`config.mk`:
```
export PLATFORM = sky130hd
export DESIGN_NAME = sdrc_app_req_q
export DESIGN_NICKNAME = d
export VERILOG_FILES = /design/src/rtl/sdrc_app_req_q.sv
export SDC_FILE = /design/constraint.sdc
export NUM_CORES = 1
export LEC_CHECK = 0
export CORE_MARGIN = 3
export CORE_UTILIZATION = 56
export CTS_BUF_LIST = sky130_fd_sc_hd__clkbuf_2
export CTS_CLUSTER_DIAMETER = 50
export DETAILED_ROUTE_END_ITERATION = 16
export MAX_ROUTING_LAYER = met4
export PLACE_DENSITY = 0.81
export REMOVE_ABC_BUFFERS = 1
export SYNTH_ARGS = -nofsm -noshare
export SYNTH_HDL_FRONTEND = slang
export SYNTH_SLANG_ARGS = --single-unit
```
`constraint.sdc`:
```
create_clock -name clk -period 4.3 [get_ports clk]
set_input_delay 0.86 -clock clk [delete_from_list [all_inputs] [get_ports clk]]
set_output_delay 0.86 -clock clk [all_outputs]
set_load 0.02 [all_outputs]
```
`src/rtl/sdrc_app_req_q.sv`:
```
// Application request queue: circular FIFO between the app port and the
// SDRAM request generator, tagging each accepted request with a rolling ID.
module sdrc_app_req_q #(
    parameter int APP_AW = 30,
    parameter int APP_RW = 9,
    parameter int ID_W   = 4,
    parameter int DEPTH  = 4
) (
    input  logic                     clk,
    input  logic                     reset_n,
    input  logic                     app_req,
    input  logic [APP_AW:0]          app_req_addr,
    input  logic [APP_AW-2:0]        app_req_addr_mask,
    input  logic [APP_RW-1:0]        app_req_len,
    input  logic                     app_req_wr_n,
    input  logic                     app_req_wrap,
    output logic                     app_req_ack,
    output logic [ID_W-1:0]          app_req_id,
    input  logic                     sdr_init_done,
    output logic                     req,
    output logic [ID_W-1:0]          req_id,
    output logic [APP_AW:0]          req_addr,
    output logic [APP_AW-2:0]        req_addr_mask,
    output logic [APP_RW-1:0]        req_len,
    output logic                     req_wr_n,
    output logic                     req_wrap,
    input  logic                     req_ack,
    output logic [$clog2(DEPTH):0]   q_count,
    output logic                     err_zero_len
);

    localparam int PW = $clog2(DEPTH);
    localparam int CW = PW + 1;
    localparam int EW = ID_W + (APP_AW + 1) + (APP_AW - 1) + APP_RW + 2;
    localparam logic [CW-1:0] FULL = CW'(DEPTH);

    logic [EW-1:0]   mem_q [DEPTH];
    logic [PW-1:0]   wr_ptr_q, wr_ptr_d;
    logic [PW-1:0]   rd_ptr_q, rd_ptr_d;
    logic [CW-1:0]   cnt_q, cnt_d;
    logic [ID_W-1:0] id_q, id_d;
    logic            err_q, err_d;
    logic            zero_len, push, pop;

    assign zero_len    = (app_req_len == '0);
    assign app_req_ack = app_req & (cnt_q != FULL);
    assign push        = app_req_ack & ~zero_len;
    assign req         = (cnt_q != '0) & sdr_init_done;
    assign pop         = req & req_ack;

    assign app_req_id   = id_q;
    assign q_count      = cnt_q;
    assign err_zero_len = err_q;

    assign {req_id, req_addr, req_addr_mask,
            req_len, req_wr_n, req_wrap} = mem_q[rd_ptr_q];

    always_comb begin
        wr_ptr_d = wr_ptr_q;
        rd_ptr_d = rd_ptr_q;
        cnt_d    = cnt_q;
        id_d     = id_q;
        err_d    = app_req_ack & zero_len;
        if (push) wr_ptr_d = wr_ptr_q + PW'(1);
        if (pop)  rd_ptr_d = rd_ptr_q + PW'(1);
        if (app_req_ack) id_d = id_q + ID_W'(1);
        unique case ({push, pop})
            2'b10:   cnt_d = cnt_q + CW'(1);
            2'b01:   cnt_d = cnt_q - CW'(1);
            default: cnt_d = cnt_q;
        endcase
    end

    always_ff @(posedge clk) begin
        if (!reset_n) begin
            wr_ptr_q <= '0;
            rd_ptr_q <= '0;
            cnt_q    <= '0;
            id_q     <= '0;
            err_q    <= 1'b0;
        end else begin
            wr_ptr_q <= wr_ptr_d;
            rd_ptr_q <= rd_ptr_d;
            cnt_q    <= cnt_d;
            id_q     <= id_d;
            err_q    <= err_d;
        end
    end

    // Storage is deliberately left out of reset; cnt_q guards validity.
    always_ff @(posedge clk) begin
        if (reset_n && push)
            mem_q[wr_ptr_q] <= {id_q, app_req_addr, app_req_addr_mask,
                                app_req_len, app_req_wr_n, app_req_wrap};
    end

endmodule

```
==> results by group, run 1 <==
Synth
  • Number of synthesized register bits: between 300 and 400
  • Cell area after synthesis: ~12,000 µm²
  • Share of the synthesized area in the top cell type: 78.3%
  • Share of async-settable or async-resettable flops after synthesis: 0%
  • Synthesized instance count: about 470
  • Part of the Yosys area used for sequential elements: 80.7%
  • Ranking of synthesized cells by instance count: sky130_fd_sc_hd__edfxtp_1, sky130_fd_sc_hd__mux4_2, sky130_fd_sc_hd__dfxtp_1
  • Avg Synthesized Cell Area: 24.6 µm²
  • Library cells used by synthesis: 30
  • Number of flops mapped to enable cells by yosys: 300
  • Synth area leader: sky130_fd_sc_hd__edfxtp_1
  • Most frequently used flop master after synthesis: sky130_fd_sc_hd__edfxtp_1
  • Most frequent cell after synthesis: sky130_fd_sc_hd__edfxtp_1
  • Largest cells by area after synthesis: sky130_fd_sc_hd__edfxtp_1, sky130_fd_sc_hd__mux4_2, sky130_fd_sc_hd__dfxtp_1
  • Warnings from Yosys: 0

Timing
  • Maximum clock rate: roughly 260 MHz
  • Crit path time final: between 3 and 4 ns
  • Setup repair after global routing missed its margin: no
  • Count of final max-slew check failures: 0
  • Clk_skew: 0.0571 ns
  • Relative slew margins: 60.8%
  • Transition time at the pin with the least slew margin: about 0.59 ns
  • Setup TNS after final layout: 0 ns
  • Fin crit share: approximately nine tenths
  • Hold Violations, Final: 0
  • Setup-violating endpoint count in the final report: 0

Cells and area
  • Fraction of final layout cells with drive strength greater than 1: between 20 and 30%
  • Ant diodes: 0
  • Util after Layout: a little under three quarters
  • Layout Cell Area excl Fill: about 14,000 µm²
  • Final standard cell count with taps included and fillers excluded: about 1,000
  • Area growth from synthesis to layout: 23.9%
  • Layout Nets: between 700 and 800

Worst setup path
  • Startpoint of the most critical register-to-register path: q_count[2]
  • Critical-path cell with the highest stage delay: sky130_fd_sc_hd__dfxtp_4
  • Critical path type: reg2out
  • Category of the worst setup path launch point: register
  • CP required: ~3.4 ns
  • Worst path cell trace: buf_4 > mux4_2 > clkdlybuf4s50_1
  • CP arrival: between 2 and 3 ns
  • Worst Setup End Kind: output port
  • Largest stage delay on the critical path: between 0.6 and 0.7 ns
  • CP Max Fanout: 22

Drt
  • DRT antenna net count: 0
  • DRC: 0
  • Count of routing violations after the opening detailed-route iteration: approximately 420
  • Post-detailed-routing wire length: 21,500 µm
  • Average routed wire per standard cell: 21.0 µm
  • Total via count in the routed design: between 5,000 and 6,000
  • Routed vias/inst: approximately 5.5
  • Number of detailed-route iterations in the first pass: 5

Floorplan
  • Area enclosed by the die boundary: 22,300 µm²
  • Number of top-level pins: 161
  • Core Footprint: 19,800 µm²
  • Count of standard-cell rows: about 50
  • Height of the die: roughly 150 µm
  • Starting density of the core: about 58%
  • Horiz. Die Dim: around 150 µm

CTS
  • Quantity of hold-fixing buffers added after cts: 0
  • Cts bufs inserted: between 70 and 80
  • Master cell of the clock root buffer: sky130_fd_sc_hd__clkbuf_2
  • Number of clock sinks: ~310
  • Clock-pin transition on the worst setup and hold timing paths: ~0.10 ns
  • Number of buffers inserted by post-CTS setup repair: 0
  • Buffer levels on the longest clock path: 3
  • Number of resized instances in the post-cts repair step: 0
  • Number of levels the H-tree was split into: 3
  • Clock insertion delay at the later pin of the skew report: 0.80 ns
  • TritonCTS clock tree: yes

Place
  • Weighted congestion at the end of routability-driven global placement: 0.726
  • Number of placed instances, taps included: 887
  • Post-DP Area: around 14,000 µm²
  • Buffers added on ports: 160
  • Half-perimeter wire length of the detailed placement result: ~13,000 µm

Global routing
  • First-pass GRT wire length: roughly 34,000 µm
  • Number of antenna violations at the first check in global routing: 0
  • Total congestion overflow after global routing: 0
  • Via count of the first global-routing pass: around 6,200
  • All-layer global routing usage: between 20% and 30%
  • Maximum number of pins on one net before global-route repair: 50

Power
  • Max rail drop VDD: around 0.24 mV
  • Power density of the placed cells: approximately 450 nW/µm²
  • Leak pwr: approximately 4.7 nW

Hold path
  • Tightest Hold Check Type: reg2reg
  • Launch point of the worst hold path: wr_ptr_q[0]

Flow run
  • Max-cap violation count: 0

Status
  • Status: finished clean
through the flow:
stage	power, mW	setup slack, ns	hold slack, ns
after global routing	6.66	0.245	0.551
after detailed placement	4.52	0.545	0.506
after global placement	4.49	0.764	0.475
after floorplan	4.08	-0.454	0.462
after CTS	6.45	0.347	0.523
final	6.37	0.478	0.517
state kept, by name, summed over array words and instances, names as in the netlist, named ones only:
| register | flops |
|---|---|
| rd_ptr_q | 2 |
| app_req_id | 4 |
| q_count | 3 |
| err_zero_len | 1 |
| wr_ptr_q | 2 |
| mem_q | 300 |
final cells by class:
type | count | area, µm²
Clock inverter | 21 | 131
Clock buffer | 118 | 591
Tap cell | 265 | 332
Inverter | 6 | 22.5
Fill cell | 1190 | 5590
Multi-Input combinational cell | 130 | 2120
Timing Repair Buffer | 172 | 1770
Sequential cell | 314 | 9300
path summary, 6_finish.rpt:
check	endpoint	slack, ns	cells after the start
setup reg to reg	q_count[2]	1.50	10
hold / removal	wr_ptr_q[0]	0.52	2
setup / recovery	req_addr[0]	0.48	3
hold reg to reg	wr_ptr_q[0]	0.52	2
cell usage in the layout, fill, tap and decap left out:
master,instances
sky130_fd_sc_hd__nand2_1,6
sky130_fd_sc_hd__o31a_2,1
sky130_fd_sc_hd__xor2_1,3
sky130_fd_sc_hd__clkinv_1,17
sky130_fd_sc_hd__dfxtp_1,12
sky130_fd_sc_hd__nor2b_1,1
sky130_fd_sc_hd__nand3_1,3
sky130_fd_sc_hd__and3_1,1
sky130_fd_sc_hd__or3b_4,1
sky130_fd_sc_hd__and2_4,6
sky130_fd_sc_hd__o21ai_0,2
sky130_fd_sc_hd__clkdlybuf4s50_1,160
sky130_fd_sc_hd__and2_1,8
sky130_fd_sc_hd__mux2i_1,2
sky130_fd_sc_hd__nor2_1,2
sky130_fd_sc_hd__mux4_2,75
sky130_fd_sc_hd__nor3_1,1
sky130_fd_sc_hd__buf_12,6
sky130_fd_sc_hd__inv_2,2
sky130_fd_sc_hd__fa_1,1
sky130_fd_sc_hd__nand4_1,1
sky130_fd_sc_hd__xnor2_1,4
sky130_fd_sc_hd__nor4_1,1
sky130_fd_sc_hd__a21boi_0,1
sky130_fd_sc_hd__inv_1,6
sky130_fd_sc_hd__o311a_2,1
sky130_fd_sc_hd__and3_4,1
sky130_fd_sc_hd__dfxtp_4,2
sky130_fd_sc_hd__bufinv_16,2
sky130_fd_sc_hd__clkbuf_2,118
sky130_fd_sc_hd__edfxtp_1,300
sky130_fd_sc_hd__o21ai_1,1
sky130_fd_sc_hd__or3_2,1
sky130_fd_sc_hd__ha_1,6
sky130_fd_sc_hd__buf_4,6
worst max-delay path: cells and delay by family (launching register included):
family	cells	cell delay, ns
buf+inv	2	0.96
flops	1	0.67
mux	1	0.57
routing by layer:
layer	wire, µm	vias up	GRT usage (%)
met5	0	-	-
met1	8740	2862	26.5
li1	-	2492	-
met2	10800	237	31.8
met3	1660	30	5.96
met4	338	0	7.32
power by group:
part | internal [mW] | switching (mW) | leakage (nW)
Sequential | 3.46 | 0.0654 | 2.84
Clock | 0.844 | 1.09 | 0.554
Combinational | 0.475 | 0.430 | 1.28
Total | 4.78 | 1.59 | 4.68
cells by family (layout without fill, tap and decap cells):
logic type               after synthesis  after routing  synth area share (%)
flip-flops                           314            314                  80.7
multiplexers                          77             77                  14.9
adder cells (fa/ha/maj)                7              7                 0.826
AND/OR/NAND/NOR                       33             33                  1.72
AO/OA/AOI/OAI                          6              6                 0.381
buffers and inverters                 24            317                 0.957
XOR/XNOR                               7              7                 0.533
(Power assumes the default switching activity.)
==> run 2, diff against run 1 <==
--- a/config.mk
+++ b/config.mk
@@ -5,6 +5,7 @@
 export SDC_FILE = /design/constraint.sdc
 export NUM_CORES = 1
 export LEC_CHECK = 0
+export ABC_CLOCK_PERIOD_IN_PS = 4300
 export CORE_MARGIN = 3
 export CORE_UTILIZATION = 56
 export CTS_BUF_LIST = sky130_fd_sc_hd__clkbuf_2
@@ -13,6 +14,7 @@
 export MAX_ROUTING_LAYER = met4
 export PLACE_DENSITY = 0.81
 export REMOVE_ABC_BUFFERS = 1
+export SETUP_SLACK_MARGIN = 0.15
 export SYNTH_ARGS = -nofsm -noshare
 export SYNTH_HDL_FRONTEND = slang
 export SYNTH_SLANG_ARGS = --single-unit
==> results of run 2 <==
No change in the layout: final DEF, timing and power equal those of run 1.
==> run 3, diff against run 2 <==
--- a/config.mk
+++ b/config.mk
@@ -6,6 +6,7 @@
 export NUM_CORES = 1
 export LEC_CHECK = 0
 export ABC_CLOCK_PERIOD_IN_PS = 4300
+export CORE_ASPECT_RATIO = 1.1
 export CORE_MARGIN = 3
 export CORE_UTILIZATION = 56
 export CTS_BUF_LIST = sky130_fd_sc_hd__clkbuf_2
==> results by group, run 3 (same netlist as run 1, synthesis figures left out) <==
Drt
  • Number of detailed-route iterations in the first pass: 4
  • Routed vias/inst: approximately 5.4
  • DRC: 0
  • Average routed wire per standard cell: slightly above 20 µm
  • DRT antenna net count: 0
  • Total via count in the routed design: roughly 5,500
  • Count of routing violations after the opening detailed-route iteration: approximately 310
  • Post-detailed-routing wire length: ~21,000 µm

Worst setup path
  • Critical path type: reg2out
  • CP Max Fanout: 28
  • Worst Setup End Kind: output port
  • Startpoint of the most critical register-to-register path: q_count[2]
  • CP required: 3.44 ns
  • Worst path cell trace: buf_4 > mux4_2 > clkdlybuf4s50_1
  • Largest stage delay on the critical path: about 0.6 ns
  • R2r setup slk: 1.57 ns
  • Category of the worst setup path launch point: register
  • Number of cell instances on the worst register-to-register path: 10
  • Path length in cells of the critical path: 3
  • Critical-path cell with the highest stage delay: sky130_fd_sc_hd__mux4_2
  • Cell type group with the largest total delay on the critical path: buffers and inverters
  • Critical Path Sink: req_addr[1]
  • CP Buf/Inv Count: 2
  • Terminus of the critical flop-to-flop path: q_count[2]
  • CP arrival: 2.77 ns

Global routing
  • Total congestion overflow after global routing: 0
  • First-pass GRT wire length: roughly 33,000 µm
  • Via count of the first global-routing pass: 6,082
  • Maximum number of pins on one net before global-route repair: 49
  • All-layer global routing usage: 20.2%
  • Number of antenna violations at the first check in global routing: 2

Cells and area
  • Leading cell types in the layout, fill and taps excluded: sky130_fd_sc_hd__edfxtp_1, sky130_fd_sc_hd__clkdlybuf4s50_1, sky130_fd_sc_hd__clkbuf_2, sky130_fd_sc_hd__mux4_2, sky130_fd_sc_hd__clkinv_1
  • Largest register by flop count: mem_q
  • Number of inserted filler cells in the final layout: 1,250
  • Flip-flop count of the largest register, all copies and words added: 300
  • Util after Layout: a little over two thirds
  • Layout Nets: 778
  • Area occupied by multi-input gates: around 2100 µm²
  • Area growth from synthesis to layout: 22.9%
  • Layout Cell Area excl Fill: between 10,000 and 15,000 µm²
  • Most common cell after layout, fill and taps aside: sky130_fd_sc_hd__edfxtp_1
  • Fraction of final layout cells with drive strength greater than 1: ~28%
  • Reg area: between 9000 and 10,000 µm²

Timing
  • Hold Violations, Final: 0
  • Setup-violating endpoint count in the final report: 0
  • Transition time at the pin with the least slew margin: between 0.6 and 0.7 ns
  • Relative slew margins: between 50% and 60%
  • Setup repair after global routing missed its margin: no
  • Maximum clock rate: 275 MHz
  • Clk_skew: just over 0.05 ns
  • Count of final max-slew check failures: 0
  • Fin crit share: about 84%
  • Worst Setup Slack, final: roughly 0.67 ns
  • Crit path time final: between 3 and 4 ns

Flow run
  • Max-cap violation count: 0

CTS
  • Number of levels the H-tree was split into: 3
  • Quantity of hold-fixing buffers added after cts: 0
  • Number of buffers inserted by post-CTS setup repair: 0
  • TritonCTS clock tree: yes
  • Master cell of the clock root buffer: sky130_fd_sc_hd__clkbuf_2
  • Number of clock sinks: approximately 310
  • Clock insertion delay at the later pin of the skew report: 0.76 ns
  • Number of resized instances in the post-cts repair step: 0
  • Buffer levels on the longest clock path: 3
  • Clock-pin transition on the worst setup and hold timing paths: 0.09 ns
  • Cts bufs inserted: 74

Hold path
  • Tightest Hold Check Type: reg2reg

Floorplan
  • Count of standard-cell rows: 54
  • Area enclosed by the die boundary: 22,300 µm²
  • Horiz. Die Dim: approximately 140 µm
  • Height of the die: 156 µm
  • Core Footprint: 20,000 µm²
  • Starting density of the core: between 50 and 60%
  • Number of top-level pins: ~160

Status
  • Status: finished clean

Place
  • Post-place setup slack: 0.618 ns
  • Weighted congestion at the end of routability-driven global placement: around 0.74
  • Post-DP Area: 13,500 µm²
  • Half-perimeter wire length of the detailed placement result: 12,600 µm
  • Buffers added on ports: 160

Power
  • Leak pwr: between 4 and 5 nW
  • Max rail drop VDD: 0.263 mV
  • Power density of the placed cells: 436 nW/µm²
[run 3: metrics by stage]
stage / hold slack, ns / TNS, ns / std cells / total power [mW]
CTS: 0.538 / 0 / 1005 / 6.26
detailed placement: 0.517 / 0 / 871 / 4.51
finish: 0.536 / 0 / 1007 / 6.17
floorplan: 0.462 / -34.02 / 450 / 4.08
global route: 0.554 / 0 / 1007 / 6.49
global placement: 0.478 / 0 / 871 / 4.48
[run 3: layout make-up]
class	instances	area share, %
multi-input cells	130	15.0
repair buffers	169	12.3
well taps	252	2.23
flip-flops and latches	314	65.7
diodes	2	0.0354
clock buffers	112	3.96
clock inverters	22	0.601
inverters	6	0.159
[run 3: power by group]
group          total [mW]  switching, mW  internal (mW)
Clock                1.75           1.05          0.692
Sequential           3.51         0.0471           3.46
Combinational       0.915          0.442          0.473
Total                6.17           1.54           4.63
[run 3: routing by layer]
metal  part of all wire, %  GRT usage [%]  vias to the layer above  wire, µm
met5                     0              -                        -         0
met4                   1.2           6.70                        0       258
met3                   7.6           5.75                       20      1580
met2                    52           32.1                      210     10900
met1                    39           25.5                     2764      8210
li1                      -              -                     2485         -
[run 3: tightest hold or removal path: stages, from the launching register on]
cell                      delay [ns]
sky130_fd_sc_hd__dfxtp_1        0.36
sky130_fd_sc_hd__nand2_1        0.08
sky130_fd_sc_hd__o21ai_1        0.06
[run 3: worst min-delay path by stage]
stage / slack [ns] / endpoint / start / cells past startpoint
4_1_cts: 0.54 / wr_ptr_q[0] / wr_ptr_q[0] / 2
2_1_floorplan: 0.46 / wr_ptr_q[0] / wr_ptr_q[0] / 2
3_3_place_gp: 0.48 / wr_ptr_q[0] / wr_ptr_q[0] / 2
6_report: 0.54 / wr_ptr_q[0] / wr_ptr_q[0] / 2
3_5_place_dp: 0.52 / wr_ptr_q[1] / wr_ptr_q[1] / 2
5_1_grt: 0.55 / wr_ptr_q[0] / wr_ptr_q[0] / 2
==> edit 1: new RTL, settings of run 3 <==
`id_q` no longer has a reset.
--- a/src/rtl/sdrc_app_req_q.sv
+++ b/src/rtl/sdrc_app_req_q.sv
@@ -76,15 +76,17 @@
             wr_ptr_q <= '0;
             rd_ptr_q <= '0;
             cnt_q    <= '0;
-            id_q     <= '0;
             err_q    <= 1'b0;
         end else begin
             wr_ptr_q <= wr_ptr_d;
             rd_ptr_q <= rd_ptr_d;
             cnt_q    <= cnt_d;
-            id_q     <= id_d;
             err_q    <= err_d;
         end
+    end
+
+    always_ff @(posedge clk) begin
+        id_q <= id_d;
     end
 
     // Storage is deliberately left out of reset; cnt_q guards validity.
Function: changed (a bounded check fails within 4 cycles, from zero or initial values and one cycle with reset_n low).
==> edit 1 against run 3 <==
  * Clock power barely moved
  * Routed wire length fell by 0.55%
  * Sequential share of layout area rose by 0.47 points
  * Critical endpoint is now req_addr[27]
  * Die area barely moved
  * Critical path depth did not move
  * Critical path type unchanged
  * Via count fell by 0.53%
  * Total power rose by 1.1%
  * Cell count fell by 1.8%
  * Synthesized area barely moved
  * Design area fell by 0.28%
  * Worst setup slack got worse by 0.27 ns
  * Sequential cell count did not move
  * Non-clock buffer count fell by 1
==> edit 1: results (changes against run 3) <==
- Most common library cells after synthesis: 304 x edfxtp_1, 75 x mux4_2, 10 x dfxtp_1 (was 300 x edfxtp_1, 75 x mux4_2, 14 x dfxtp_1).
- The filler cell count is 1,229 (was 1,250).
- The first-pass GRT wire length came to 32.5 mm (was 33.2 mm).
- The cell with the largest stage delay on the worst path is dfxtp_4 (was mux4_2).
- The highest cell delay on the worst timing path is 0.77 ns (was 0.60 ns).
- The highest fanout seen on the critical path came to 31 (was 28).
- The leakage power total was 4.58 nW (was 4.62 nW).
- The starting DRC count in detailed routing is 428 (was 307).
- The post-synthesis mux area share came to 14.8% (was 14.9%).
- The post-layout instance count excluding filler cells is 989 (was 1,007).
- The sequential-to-total area share from yosys stat is 81.0% (was 80.7%).
- The XOR/XNOR share of the synthesized area is 0.456% (was 0.533%).
- The arrival time at the worst endpoint came to 3.04 ns (was 2.77 ns).
- The layout cell share with drive strength beyond 1 is 27.0% (was 28.2%).
- The combinational power was 0.918 mW (was 0.915 mW).
- The count of different cell masters after synthesis is 26 (was 30).
- The worst-case vdd ir drop is 253 uV (was 263 uV).
- The remaining max-slew budget at the tightest pin is 52.0% (was 54.8%).
- The clock network power share is 28.1% (was 28.3%).
- Run status: completed (unchanged).
- The cell total after placement is 862 (was 871).
- The beginning of the worst hold path is wr_ptr_q[1] (was wr_ptr_q[0]).
- The number of antenna violations at the first check in global routing is 1 (was 2).
- The overall global routing resource usage is 19.9% (was 20.2%).
- The net total in the final layout is 769 (was 778).
- The total number of vias is 5,450 (was 5,479).
- The via count of the first global-routing pass was 5,913 (was 6,082).
- The total half-perimeter wirelength after legalization and detailed placement was 12.7 mm (was 12.6 mm).
- The worst reg2reg path startpoint is q_count[0] (was q_count[2]).
- The area share of fa/ha/maj cells after synthesis is 0.826% (about the same).
- The count of flip-flops with a built-in enable after synthesis is 304 (was 300).
[edit 1: path summary, 6_finish.rpt]
path / cells past startpoint / end / slack (ns)
setup / recovery: 3 / req_addr[27] / 0.40
setup reg to reg: 5 / mem_q[0][13] / 1.76
hold / removal: 2 / wr_ptr_q[1] / 0.53
hold reg to reg: 2 / wr_ptr_q[1] / 0.53
[edit 1: per-stage QoR]
step,util (%),power (mW),setup WS (ns)
global route,70.5,6.54,0.159
finish,70.5,6.24,0.397
CTS,70.5,6.32,0.290
global placement,67.4,4.54,1.03
floorplan,-,4.12,-0.454
detailed placement,67.4,4.57,0.968
[edit 1: worst register-to-register path: stages (launching register included)]
cell     delay [ns]
dfxtp_1        0.42
inv_1          0.12
a31oi_2        0.43
and3_1         0.33
and2_4         0.48
buf_4          0.40
[edit 1: per-layer routing]
layer | part of all wire [%] | track usage, % | up-vias
li1 | - | - | 2457
met1 | 41 | 26.5 | 2765
met2 | 51 | 30.2 | 202
met3 | 6.8 | 5.32 | 26
met4 | 1.6 | 6.93 | 0
met5 | 0 | - | -
[edit 1: logic make-up after synthesis]
kind of cell / Yosys count
muxes: 77
adders and majority gates: 7
xor gates and xnor gates: 6
AOI/OAI and AO/OA: 6
DFF: 314
and+or+nand+nor: 25
buffers and inverters: 24
[edit 1: final cells by class]
type,count,share of cell area [%]
Clock buffer,102,3.62
Multi-Input combinational cell,121,14.5
Inverter,7,0.186
Sequential cell,314,66.2
Timing Repair Buffer,168,12.4
Tap cell,252,2.24
Clock inverter,24,0.869
Antenna cell,1,0.0177
==> edit 2: new RTL, flow settings as in run 3 <==
Without the edit above. Set the parameter `APP_RW` to 10 (it was 9).
--- a/src/rtl/sdrc_app_req_q.sv
+++ b/src/rtl/sdrc_app_req_q.sv
@@ -2,7 +2,7 @@
 // SDRAM request generator, tagging each accepted request with a rolling ID.
 module sdrc_app_req_q #(
     parameter int APP_AW = 30,
-    parameter int APP_RW = 9,
+    parameter int APP_RW = 10,
     parameter int ID_W   = 4,
     parameter int DEPTH  = 4
 ) (
Ports: changed (resized app_req_len and req_len); port bits go from 161 to 163. The function was not compared with the original's and may differ.
==> edit 2 against run 3 <==
  * Synthesized area increased by 1.4%
  * Utilization increased by 0.81 points
  * Total power increased by 4.8%
  * Design area increased by 1.8%
  * Routed wire length increased by 4.0%
  * Worst setup slack got worse by 0.13 ns
  * Maximum frequency decreased by 3.5%
  * Sequential cell count increased by 4
  * Critical path type unchanged
  * Critical endpoint is now req_addr[6]
==> edit 2: results (changes against run 3) <==
- Dominant cells by area after synthesis: edfxtp_1 78%, mux4_2 15%, dfxtp_1 2.4% (unchanged).
- The arrival time at the worst endpoint is 2.90 ns (was 2.77 ns).
- The highest fanout seen on the critical path is 20 (was 28).
- Run status: completed (unchanged).
- The clock skew after layout is 0.0302 ns (was 0.0512 ns).
- The count of warnings emitted by yosys is 0 (unchanged).
- The via count of the first global-routing pass is 6,157 (was 6,082).
- The worst hold margin is 0.519 ns (was 0.536 ns).
- The sequential-to-total area share from yosys stat is 80.7% (about the same).
- The worst reg2reg path startpoint is q_count[2] (unchanged).
- The pre-CTS worst setup slack is 0.556 ns (was 0.618 ns).
- The layout cell share with drive strength beyond 1 was 28.6% (was 28.2%).
- The overall global routing resource usage came to 20.6% (was 20.2%).
- The depth of the worst register-to-register path was 10 (unchanged).
- The number of antenna violations at the first check in global routing is 1 (was 2).
- The count of flip-flops with a built-in enable after synthesis was 304 (was 300).
- The least setup slack across all paths after layout is 0.536 ns (was 0.668 ns).
- The startpoint type of the worst setup path is a flip-flop (unchanged).
- The pin count of the biggest net entering global routing was 43 (was 49).
- The sequential share of power was 55.2% (was 56.9%).
- The global placer's final weighted congestion was 0.762 (was 0.744).
- Most common library cells after synthesis: 304 x edfxtp_1, 76 x mux4_2, 14 x dfxtp_1 (was 300 x edfxtp_1, 75 x mux4_2, 14 x dfxtp_1).
- The number of flip-flops in the largest register is 304 (was 300).
- The path class of the lowest-slack min-delay path was flip-flop to flip-flop (unchanged).
- The cell total after placement is 880 (was 871).
- The net total in the final layout is 788 (was 778).
- The worst setup path endpoint is req_addr[6] (was req_addr[1]).
- The count of different cell masters after synthesis is 31 (was 30).
- The remaining max-slew budget at the tightest pin came to 56.3% (was 54.8%).
- The source-to-sink clock delay at the later pin of the worst-skew pair is 0.78 ns (was 0.76 ns).
- The number of I/O port buffers is 162 (was 160).
- The total number of vias is 5,661 (was 5,479).
- The total power of the final layout came to 6.47 mW (was 6.17 mW).
- The capture endpoint of the worst hold path is wr_ptr_q[1] (was wr_ptr_q[0]).
- The leakage power total is 4.72 nW (was 4.62 nW).
- The setup slack of the worst register-to-register path is 1.60 ns (was 1.57 ns).
- The internal power component was 4.86 mW (was 4.63 mW).
- The beginning of the worst hold path is wr_ptr_q[1] (was wr_ptr_q[0]).
- The average cell area after synthesis was 24.6 um2 (about the same).
- The post-layout instance count excluding filler cells was 1,016 (was 1,007).
- The starting DRC count in detailed routing was 380 (was 307).
- The routed wirelength normalized by instance count is 21.4 um (was 20.8 um).
- The filler cell count is 1,221 (was 1,250).
- The first-pass GRT wire length is 33.9 mm (was 33.2 mm).
- The cell area after placement is 13,700 um2 (was 13,500 um2).
- The worst-case vdd ir drop came to 267 uV (was 263 uV).
- The cell with the largest stage delay on the worst path is dfxtp_4 (was mux4_2).
- The total half-perimeter wirelength after legalization and detailed placement is 13.1 mm (was 12.6 mm).
- The proportion of power drawn by combinational gates is 14.1% (was 14.8%).
==> edit 2: cell count changes after synthesis, sizes merged <==
cell	delta
buf	+3
clkbuf	-2
edfxtp	+4
mux4	+1
nor3	-1
nor4	+1
==> edit 2: cells by family (layout without fill, tap and decap cells) <==
| kind of cell | count (synthesis) | in the layout | share of synthesized area [%] |
|---|---|---|---|
| flip-flops | 318 | 318 | 80.7 |
| XOR/XNOR | 7 | 7 | 0.526 |
| adder cells (fa/ha/maj) | 7 | 7 | 0.815 |
| other | 0 | 1 | 0 |
| AND/OR/NAND/NOR | 33 | 33 | 1.71 |
| multiplexers | 78 | 78 | 14.8 |
| buffers and inverters | 25 | 314 | 1.05 |
| AO/OA/AOI/OAI | 6 | 6 | 0.375 |
==> edit 2: cell type report <==
| cell class | instances | area [um2] | area share, % |
|---|---|---|---|
| Antenna cell | 1 | 2.50 | 0.0174 |
| Sequential cell | 318 | 9420 | 65.4 |
| Inverter | 6 | 22.5 | 0.156 |
| Tap cell | 252 | 315 | 2.19 |
| Clock buffer | 112 | 561 | 3.89 |
| Timing Repair Buffer | 173 | 1780 | 12.4 |
| Clock inverter | 23 | 166 | 1.16 |
| Multi-Input combinational cell | 131 | 2140 | 14.9 |
==> edit 2: worst register-to-register path, cell delays in order (launching register included) <==
cell and delay [ns]:
dfxtp_1 0.43, or3b_4 0.41, and2_4 0.20, and2_4 0.15
inv_1 0.06, ha_1 0.18, inv_1 0.06, fa_1 0.37
xor2_1 0.16, or3_2 0.40, a21boi_0 0.21
==> edit 2: routing by layer <==
layer  track usage (%)  vias to the layer above  part of all wire (%)
met4              7.67                        0                   2.1
met2              31.9                      214                    50
li1                  -                     2520                     -
met1              26.5                     2886                    41
met3              5.77                       41                   7.3
met5                 -                        -                     0
